File: config.mk
export PLATFORM = sky130hd
export DESIGN_NAME = bit_filler
export DESIGN_NICKNAME = d
export VERILOG_FILES = /design/src/rtl/bit_filler_pkg.sv /design/src/rtl/bit_filler_fill_mask.sv /design/src/rtl/bit_filler.sv
export SDC_FILE = /design/constraint.sdc
export NUM_CORES = 1
export LEC_CHECK = 0
export BUFFER_PORTS_ARGS = -buffer_cell sky130_fd_sc_hd__buf_2
export CAP_MARGIN = 40
export CORE_ASPECT_RATIO = 0.9
export CORE_MARGIN = 2
export CORE_UTILIZATION = 55
export DETAILED_ROUTE_END_ITERATION = 6
export MAX_ROUTING_LAYER = met4
export PLACE_DENSITY = 0.85
export SLEW_MARGIN = 40
export SYNTH_ARGS = -nofsm -noshare
export SYNTH_HDL_FRONTEND = slang
export SYNTH_SLANG_ARGS = --single-unit
File: constraint.sdc
create_clock -name clk_i -period 3 [get_ports clk_i]
set_input_delay 0.15 -clock clk_i [delete_from_list [all_inputs] [get_ports clk_i]]
set_output_delay 0.15 -clock clk_i [all_outputs]
set_load 0.02 [all_outputs]
File: src/rtl/bit_filler_pkg.sv
// Shared definitions for the bit finder and bit filler units.
// Type codes, FSM encodings and datapath widths.
package bit_filler_pkg;

   localparam int POS_W  = 6;
   localparam int DATA_W = 32;

   typedef logic [1:0] fill_type_t;
   typedef logic [1:0] state_t;

   localparam fill_type_t LOWEST_1  = 2'b00;
   localparam fill_type_t LOWEST_0  = 2'b01;
   localparam fill_type_t HIGHEST_1 = 2'b10;
   localparam fill_type_t HIGHEST_0 = 2'b11;

   localparam state_t S_IDLE = 2'd0;
   localparam state_t S_RUN  = 2'd1;
   localparam state_t S_DONE = 2'd2;

   // Fill value for the bits on the search side; pos bit gets its inverse.
   function automatic logic fill_bit(input fill_type_t t);
      return t[0];
   endfunction

endpackage

File: src/rtl/bit_filler_fill_mask.sv
// Combinational single-step filler: full result from data/type/pos.
// Out-of-range positions return data unchanged.
module bit_fill_mask
   import bit_filler_pkg::*;
(
   input  logic [DATA_W-1:0] data_i,
   input  fill_type_t        type_i,
   input  logic [POS_W-1:0]  pos_i,
   output logic [DATA_W-1:0] result_o
);

   logic [DATA_W-1:0] bit_m;
   logic [DATA_W-1:0] below_m;
   logic [DATA_W-1:0] side_m;

   always_comb begin
      bit_m   = DATA_W'(1) << pos_i[POS_W-2:0];
      below_m = bit_m - DATA_W'(1);
      side_m  = type_i[1] ? ~(below_m | bit_m) : below_m;
      if (pos_i[POS_W-1]) begin
         result_o = data_i;
      end else begin
         result_o = (data_i & ~(side_m | bit_m))
                  | (fill_bit(type_i) ? side_m : bit_m);
      end
   end

endmodule

File: src/rtl/bit_filler.sv
// Multicycle bit filler coprocessor (busy/done handshake).
// BIT_FILLER_FAST_EN selects the single-step fill path.
module bit_filler
   import bit_filler_pkg::*;
(
   input  logic              clk_i,
   input  logic              reset_ni,
   input  logic              start_i,
   input  logic [DATA_W-1:0] data_i,
   input  fill_type_t        type_i,
   input  logic [POS_W-1:0]  pos_i,
   output logic              busy_o,
   output logic              done_o,
   output logic [DATA_W-1:0] result_o,
   output logic              err_o
);

   state_t            state_q, state_d;
   logic [DATA_W-1:0] result_q, result_d;
   logic              err_q, err_d;
   logic [DATA_W-1:0] fill_res;
   logic              accept;
   logic              bad_pos;

`ifndef BIT_FILLER_FAST_EN
   logic [4:0] idx_q, idx_d;
   logic [4:0] pos_q, pos_d;
   fill_type_t type_q, type_d;
`endif

   bit_fill_mask u_mask (
      .data_i   (data_i),
      .type_i   (type_i),
      .pos_i    (pos_i),
      .result_o (fill_res)
   );

   assign accept  = start_i && (state_q != S_RUN);
   assign bad_pos = pos_i[POS_W-1];

   always_comb begin
      state_d  = state_q;
      result_d = result_q;
      err_d    = err_q;
`ifndef BIT_FILLER_FAST_EN
      idx_d    = idx_q;
      pos_d    = pos_q;
      type_d   = type_q;
`endif
      if (accept) begin
         err_d   = bad_pos;
         state_d = bad_pos ? S_DONE : S_RUN;
`ifdef BIT_FILLER_FAST_EN
         result_d = fill_res;
`else
         // The mask passes data through untouched for an illegal pos.
         result_d = bad_pos ? fill_res : data_i;
         type_d   = type_i;
         pos_d    = pos_i[4:0];
         idx_d    = type_i[1] ? 5'd31 : 5'd0;
`endif
      end else begin
         unique case (state_q)
            S_RUN: begin
`ifdef BIT_FILLER_FAST_EN
               state_d = S_DONE;
`else
               if (idx_q == pos_q) begin
                  result_d[idx_q] = ~fill_bit(type_q);
                  state_d         = S_DONE;
               end else begin
                  result_d[idx_q] = fill_bit(type_q);
                  idx_d = type_q[1] ? idx_q - 5'd1
                                    : idx_q + 5'd1;
               end
`endif
            end
            S_DONE:  state_d = S_IDLE;
            default: state_d = state_q;
         endcase
      end
   end

   always_ff @(posedge clk_i or negedge reset_ni) begin
      if (!reset_ni) begin
         state_q  <= S_IDLE;
         result_q <= '0;
         err_q    <= 1'b0;
`ifndef BIT_FILLER_FAST_EN
         idx_q    <= 5'd0;
         pos_q    <= 5'd0;
         type_q   <= LOWEST_1;
`endif
      end else begin
         state_q  <= state_d;
         result_q <= result_d;
         err_q    <= err_d;
`ifndef BIT_FILLER_FAST_EN
         idx_q    <= idx_d;
         pos_q    <= pos_d;
         type_q   <= type_d;
`endif
      end
   end

   assign busy_o   = (state_q == S_RUN);
   assign done_o   = (state_q == S_DONE);
   assign result_o = result_q;
   assign err_o    = err_q;

endmodule
==> flow_summary.ini, run 1 <==
[critical_path]
cp_data_required_time_ns = 3.18
critPathMaxStageDelay_ns = 0.60
r2r_start = state_q[1]
path_max_fanout = 8
r2r_cells = 7
slowest_stage = nor3b_2
path_cells = inv_1 > ha_1 > nor3b_2 > nand2_1 > and3_1 > a21oi_1 > o21ai_1
end_kind = flip-flop
arrival_ns = 2.32
cp-start-kind = flip-flop
reg2reg_to = result_o[8]
rrSetupSlack_ns = 0.86
crit_path_start = state_q[1]
crit_type = flip-flop to flip-flop

[clock_network]
cts_tree = yes
cts_buffers = 5
cts_sinks = 47
htree_levels = 2
clk_pin_slew_ns = 0.09
cts-root-buf = clkbuf_8
clk_path_buf_depth = 2
clkLatencyLatePin_ns = 0.31
cts.repair.resized = 0

[grt]
grt_first_pass_wirelength_um = 10200
antenna_found_initial = 0
grt_pass1_vias = 2104
grt_max_degree = 48
track_usage_pct = 25.7
overflow = 0

[hold_path]
hold_class = input port to flip-flop
holdPathEnd = type_q[0]
min_path_cells = 3
min_from = type_i[0]

[power]
irDropWorstVdd_v = 0.000503
p_leak_uw = 0.00152
power_switching_uw = 1220
sw_frac_of_total_pct = 43.6
p_int_uw = 1580
seq_power_share_pct = 37.9
pwr-share-clk_pct = 15.1
pwr-share-comb_pct = 47.0
powerDensity_nw_per_um2 = 921

[synth]
synthFlopType = dfrtp_1
async_flop_share_pct = 100
ys_seq_area_share_pct = 45.9
synth_seq_cells = 47
synth_edf_count = 0
postSynthCellCount = 278
ys_warn_count = 0
synth_cell_type_count = 40
syn_area_um2 = 2560
avgSynthCellArea_um2 = 9.22
syn_nets = 327

[detailed_routing]
initialDrtViolationCount = 178
drtPass1Iterations = 4
dr_total_vias = 2256
wl_per_cell_um = 14.9
viasPerCell = 5.48
detail-route-antenna-nets = 0
routed_wl_um = 6150
route.detailed.drc = 0

[cells_and_area]
drive_above_1_share_pct = 31.4
regArea_um2 = 1180
nNetsFinal = 398
syn2layout_area_growth_pct = 18.8
stdcell_count = 412
multi_input_area_um2 = 1240
diodes = 0
fillers = 343

[floorplanning]
start_util_pct = 57.4
row_count = 23
die-area_um2 = 5220
die_w_um = 76.0
coreArea_um2 = 4460
pin_count = 78
die_y_um = 68.8

[timing]
timing.fmax_mhz = 468
tightest_slew_ns = 0.623
final_max_slew_viol_count = 0
setup_violations = 0
max-slew-margin-rel_pct = 58.3
hold_violations = 0
min_period_over_period_pct = 71.2
skew_ns = 0.00652
finalSetupTns_ns = 0
rsz0062_at_grt = false
period_minus_slack_ns = 2.14

[placement]
place_inst = 403
place.gp.congestion = 0.903
dpl.hpwl_um = 4480
port_buffers = 77

[flow_run]
cap_viol_max_count = 0

[run_status]
outcome = completed
what timing repair did:
item,4_1_cts,5_1_grt
setup buffers,0,0
hold endpoints to repair,47,0
hold buffers,1,0
registers in the layout (all words and copies together) (netlist names):
register,count
result_o,32
idx_q,5
pos_q,5
state_q,2
type_q,2
err_o,1
power groups by stage:
stage / Sequential, µW / Combinational, µW / Clock [µW]
finish: 1060 / 1320 / 423
global route: 1090 / 1450 / 457
CTS: 1060 / 1320 / 427
detailed placement: 1070 / 1320 / 0
global placement: 1050 / 1290 / 0
floorplan: 1150 / 932 / 0
worst max-delay path: cells and delay by family, from the launching register on:
| kind | cells | cell delay (ns) |
|---|---|---|
| buffers and inverters | 1 | 0.06 |
| flip-flops | 1 | 0.41 |
| adder cells (fa/ha/maj) | 1 | 0.33 |
| AO/OA/AOI/OAI | 2 | 0.24 |
| AND/OR/NAND/NOR | 3 | 0.98 |
through the flow:
step | utilization (%) | setup WS, ns | area [µm²] | power [µW] | hold slack [ns]
after floorplan | - | 1.17 | 2560 | 2090 | -0.146
after global routing | 68.3 | 0.702 | 3050 | 3000 | 0.0382
after CTS | 68.3 | 0.896 | 3050 | 2810 | 0.0206
final | 68.3 | 0.864 | 3050 | 2800 | 0.0249
after global placement | 65.8 | 0.969 | 2930 | 2340 | 0.343
after detailed placement | 65.8 | 0.908 | 2940 | 2390 | 0.197
cells by family (layout without fill, tap and decap cells):
kind of cell    after synthesis  count (layout)  synth area share, %
compound gates               69              69                 16.9
xor+xnor                      9               9                 4.25
fa+ha+maj                     6               6                 3.22
buf+inv                      22              94                 5.62
flops                        47              47                 45.9
mux                           2               2                0.781
simple gates                123             123                 23.3
Yosys cell counts (all sizes together), types with 2 or more instances:
cell | number | area [µm²]
nor2 | 4 | 17.5
xnor2 | 8 | 100
dfrtp | 47 | 1180
nand2 | 69 | 259
o21ai | 25 | 136
a31oi | 3 | 18.8
mux2i | 2 | 20.0
clkbuf | 4 | 15.0
and3b | 3 | 27.5
buf | 15 | 118
and3 | 24 | 151
inv | 3 | 11.3
a21o | 2 | 16.3
ha | 5 | 62.6
o211ai | 11 | 118
a21oi | 26 | 130
nand3 | 12 | 65.1
nor3b | 4 | 35.0
and2 | 3 | 18.8
how the worst max path moves through the flow:
stage | end | slack (ns) | cells past startpoint
CTS | result_o[8] | 0.90 | 7
detailed placement | result_o[0] | 0.91 | 7
global placement | result_o[0] | 0.97 | 7
floorplan | idx_q[4] | 1.17 | 6
finish | result_o[8] | 0.86 | 7
global route | result_o[8] | 0.70 | 7
final cells by class:
type / instances / share of cell area [%]
well taps: 62 / 2.55
multi-input cells: 209 / 40.9
inverters: 3 / 0.370
repair buffers: 83 / 14.3
flip-flops and latches: 47 / 38.6
clock buffers: 8 / 3.29
cells in the final DEF (no fill, tap or decap), drive strengths merged:
cell	synthesis	layout
o22ai	1	1
fa	1	1
nand2	69	69
nor3	1	1
nor2	4	4
mux2i	2	2
clkbuf	4	8
and3	24	24
a31oi	3	3
dfrtp	47	47
nand2b	1	1
and3b	3	3
o31ai	1	1
nor2b	1	1
or3	1	1
dlygate4sd3	0	1
ha	5	5
a21o	2	2
nand3	12	12
and2	3	3
inv	3	3
nor3b	4	4
xnor2	8	8
xor2	1	1
o21ai	25	25
a21oi	26	26
buf	15	82
o211ai	11	11
metal layers:
layer  global-route usage [%]  routed length [µm]  vias to the layer above
met5                        -                   0                        -
met2                     40.8                2810                       86
li1                         -                   -                     1103
met1                     34.5                2830                     1058
met4                     6.82                  83                        0
met3                     5.08                 427                        9
No activity file was read; power rests on OpenSTA's default activity.
==> run 2: changes to the inputs <==
CORE_UTILIZATION = 51   (was 55)
PLACE_DENSITY = 0.79   (was 0.85)
clock period = 2.1 ns   (was 3 ns; I/O delays follow)
==> flow_summary.ini, run 2 (synthesis gave the netlist of run 1 again) <==
[run_status]
outcome = completed

[cells_and_area]
final_cell_area_um2 = 3140
syn2layout_area_growth_pct = 22.4
largest_reg_flops = 32
final_common_cell = buf_2
layout_common_cells = 77 x buf_2, 69 x nand2_1, 47 x dfrtp_1
diodes = 0
drive_above_1_share_pct = 32.5
nNetsFinal = 410

[floorplanning]
die_y_um = 71.2
coreArea_um2 = 4830
die_w_um = 78.7
row_count = 24
die-area_um2 = 5610
start_util_pct = 53.0
pin_count = 78

[critical_path]
crit_type = flip-flop to flip-flop
arrival_ns = 2.22
cp_data_required_time_ns = 2.32
end_kind = flip-flop
cp-start-kind = flip-flop
path_max_fanout = 5

[detailed_routing]
drtPass1Iterations = 4
detail-route-antenna-nets = 0
routed_wl_um = 6360
wl_per_cell_um = 15.0
initialDrtViolationCount = 170
dr_total_vias = 2310
route.detailed.drc = 0
viasPerCell = 5.44

[clock_network]
cts-root-buf = clkbuf_8
cts_sinks = 47
clk_pin_slew_ns = 0.08
htree_levels = 2
cts_buffers = 5
cts_tree = yes
clk_path_buf_depth = 2
clkLatencyLatePin_ns = 0.29
cts_setup_buffers = 0
cts.repair.resized = 0

[timing]
finalSetupTns_ns = 0
skew_ns = 0.00613
period_minus_slack_ns = 2.00
max-slew-margin-rel_pct = 58.0
final_max_slew_viol_count = 0
hold_violations = 0
timing.fmax_mhz = 499
worst_slack_ns = 0.0980
min_period_over_period_pct = 95.3
tightest_slew_ns = 0.627
rsz0062_at_grt = false
setup_violations = 0

[grt]
track_usage_pct = 24.6
grt_first_pass_wirelength_um = 10600
grt_pass1_vias = 2283
antenna_found_initial = 0
overflow = 0
grt_max_degree = 28

[power]
p_leak_uw = 0.00156
finalPower_uw = 4040
irDropWorstVdd_v = 0.000882
powerDensity_nw_per_um2 = 1290

[hold_path]
hold_class = input port to flip-flop

[placement]
place.gp.congestion = 0.935
port_buffers = 77
post_dp_cell_area_um2 = 3020
dpl.hpwl_um = 4700
preCtsSetupSlack_ns = 0.137

[flow_run]
cap_viol_max_count = 0
[run 2: power by group]
group | internal, µW | switching, µW | total, µW
Sequential | 1200 | 249 | 1450
Combinational | 857 | 1230 | 2080
Clock | 222 | 279 | 502
Total | 2280 | 1760 | 4040
[run 2: layer usage]
metal	GRT usage, %	vias up	share of wire (%)
met5	-	-	0
met4	6.63	0	1.1
met2	38.1	86	46
met1	33.9	1080	46
li1	-	1136	-
met3	4.53	8	6.6
[run 2: path summary, 6_finish.rpt]
kind,from,endpoint,slack (ns),cells past startpoint
worst min register to register,err_o,err_o,0.49,2
worst min-delay path,pos_i[2],pos_q[2],0.007,3
min in group asynchronous,reset_ni,result_o[19],0.33,2
max in group asynchronous,reset_ni,idx_q[3],1.05,3
worst max register to register,idx_q[0],idx_q[4],0.1,6
worst max-delay path,idx_q[0],idx_q[4],0.1,6
[run 2: worst max-delay path: stages, from the launching register on]
cell	delay, ns
dfrtp_1	0.47
fa_1	0.50
a21o_1	0.21
a21oi_1	0.17
xor2_1	0.09
or3_1	0.31
a31oi_1	0.17
[run 2: metrics by stage]
| stage | instances | hold WS, ns | util (%) |
|---|---|---|---|
| final | 425 | 0.00662 | 64.9 |
| after global routing | 425 | 0.0168 | 64.9 |
| after CTS | 425 | 0.00198 | 64.9 |
| after detailed placement | 415 | 0.121 | 62.5 |
| after global placement | 414 | 0.122 | 62.2 |
| after floorplan | 278 | -0.191 | - |
[run 2: layout make-up]
class                      count  area [µm²]
fill                         404        1700
clock buffer                   6        72.6
timing repair buffer          95         538
sequential                    47        1180
inverter                       3        11.3
multi-input combinational    209        1260
tap                           65        81.3
[run 2: repair_timing]
| action | 4_1_cts | 5_1_grt |
|---|---|---|
| hold endpoints to repair | 27 | 0 |
| endpoints found under the setup margin | 0 | 0 |
| hold buffers | 4 | 0 |
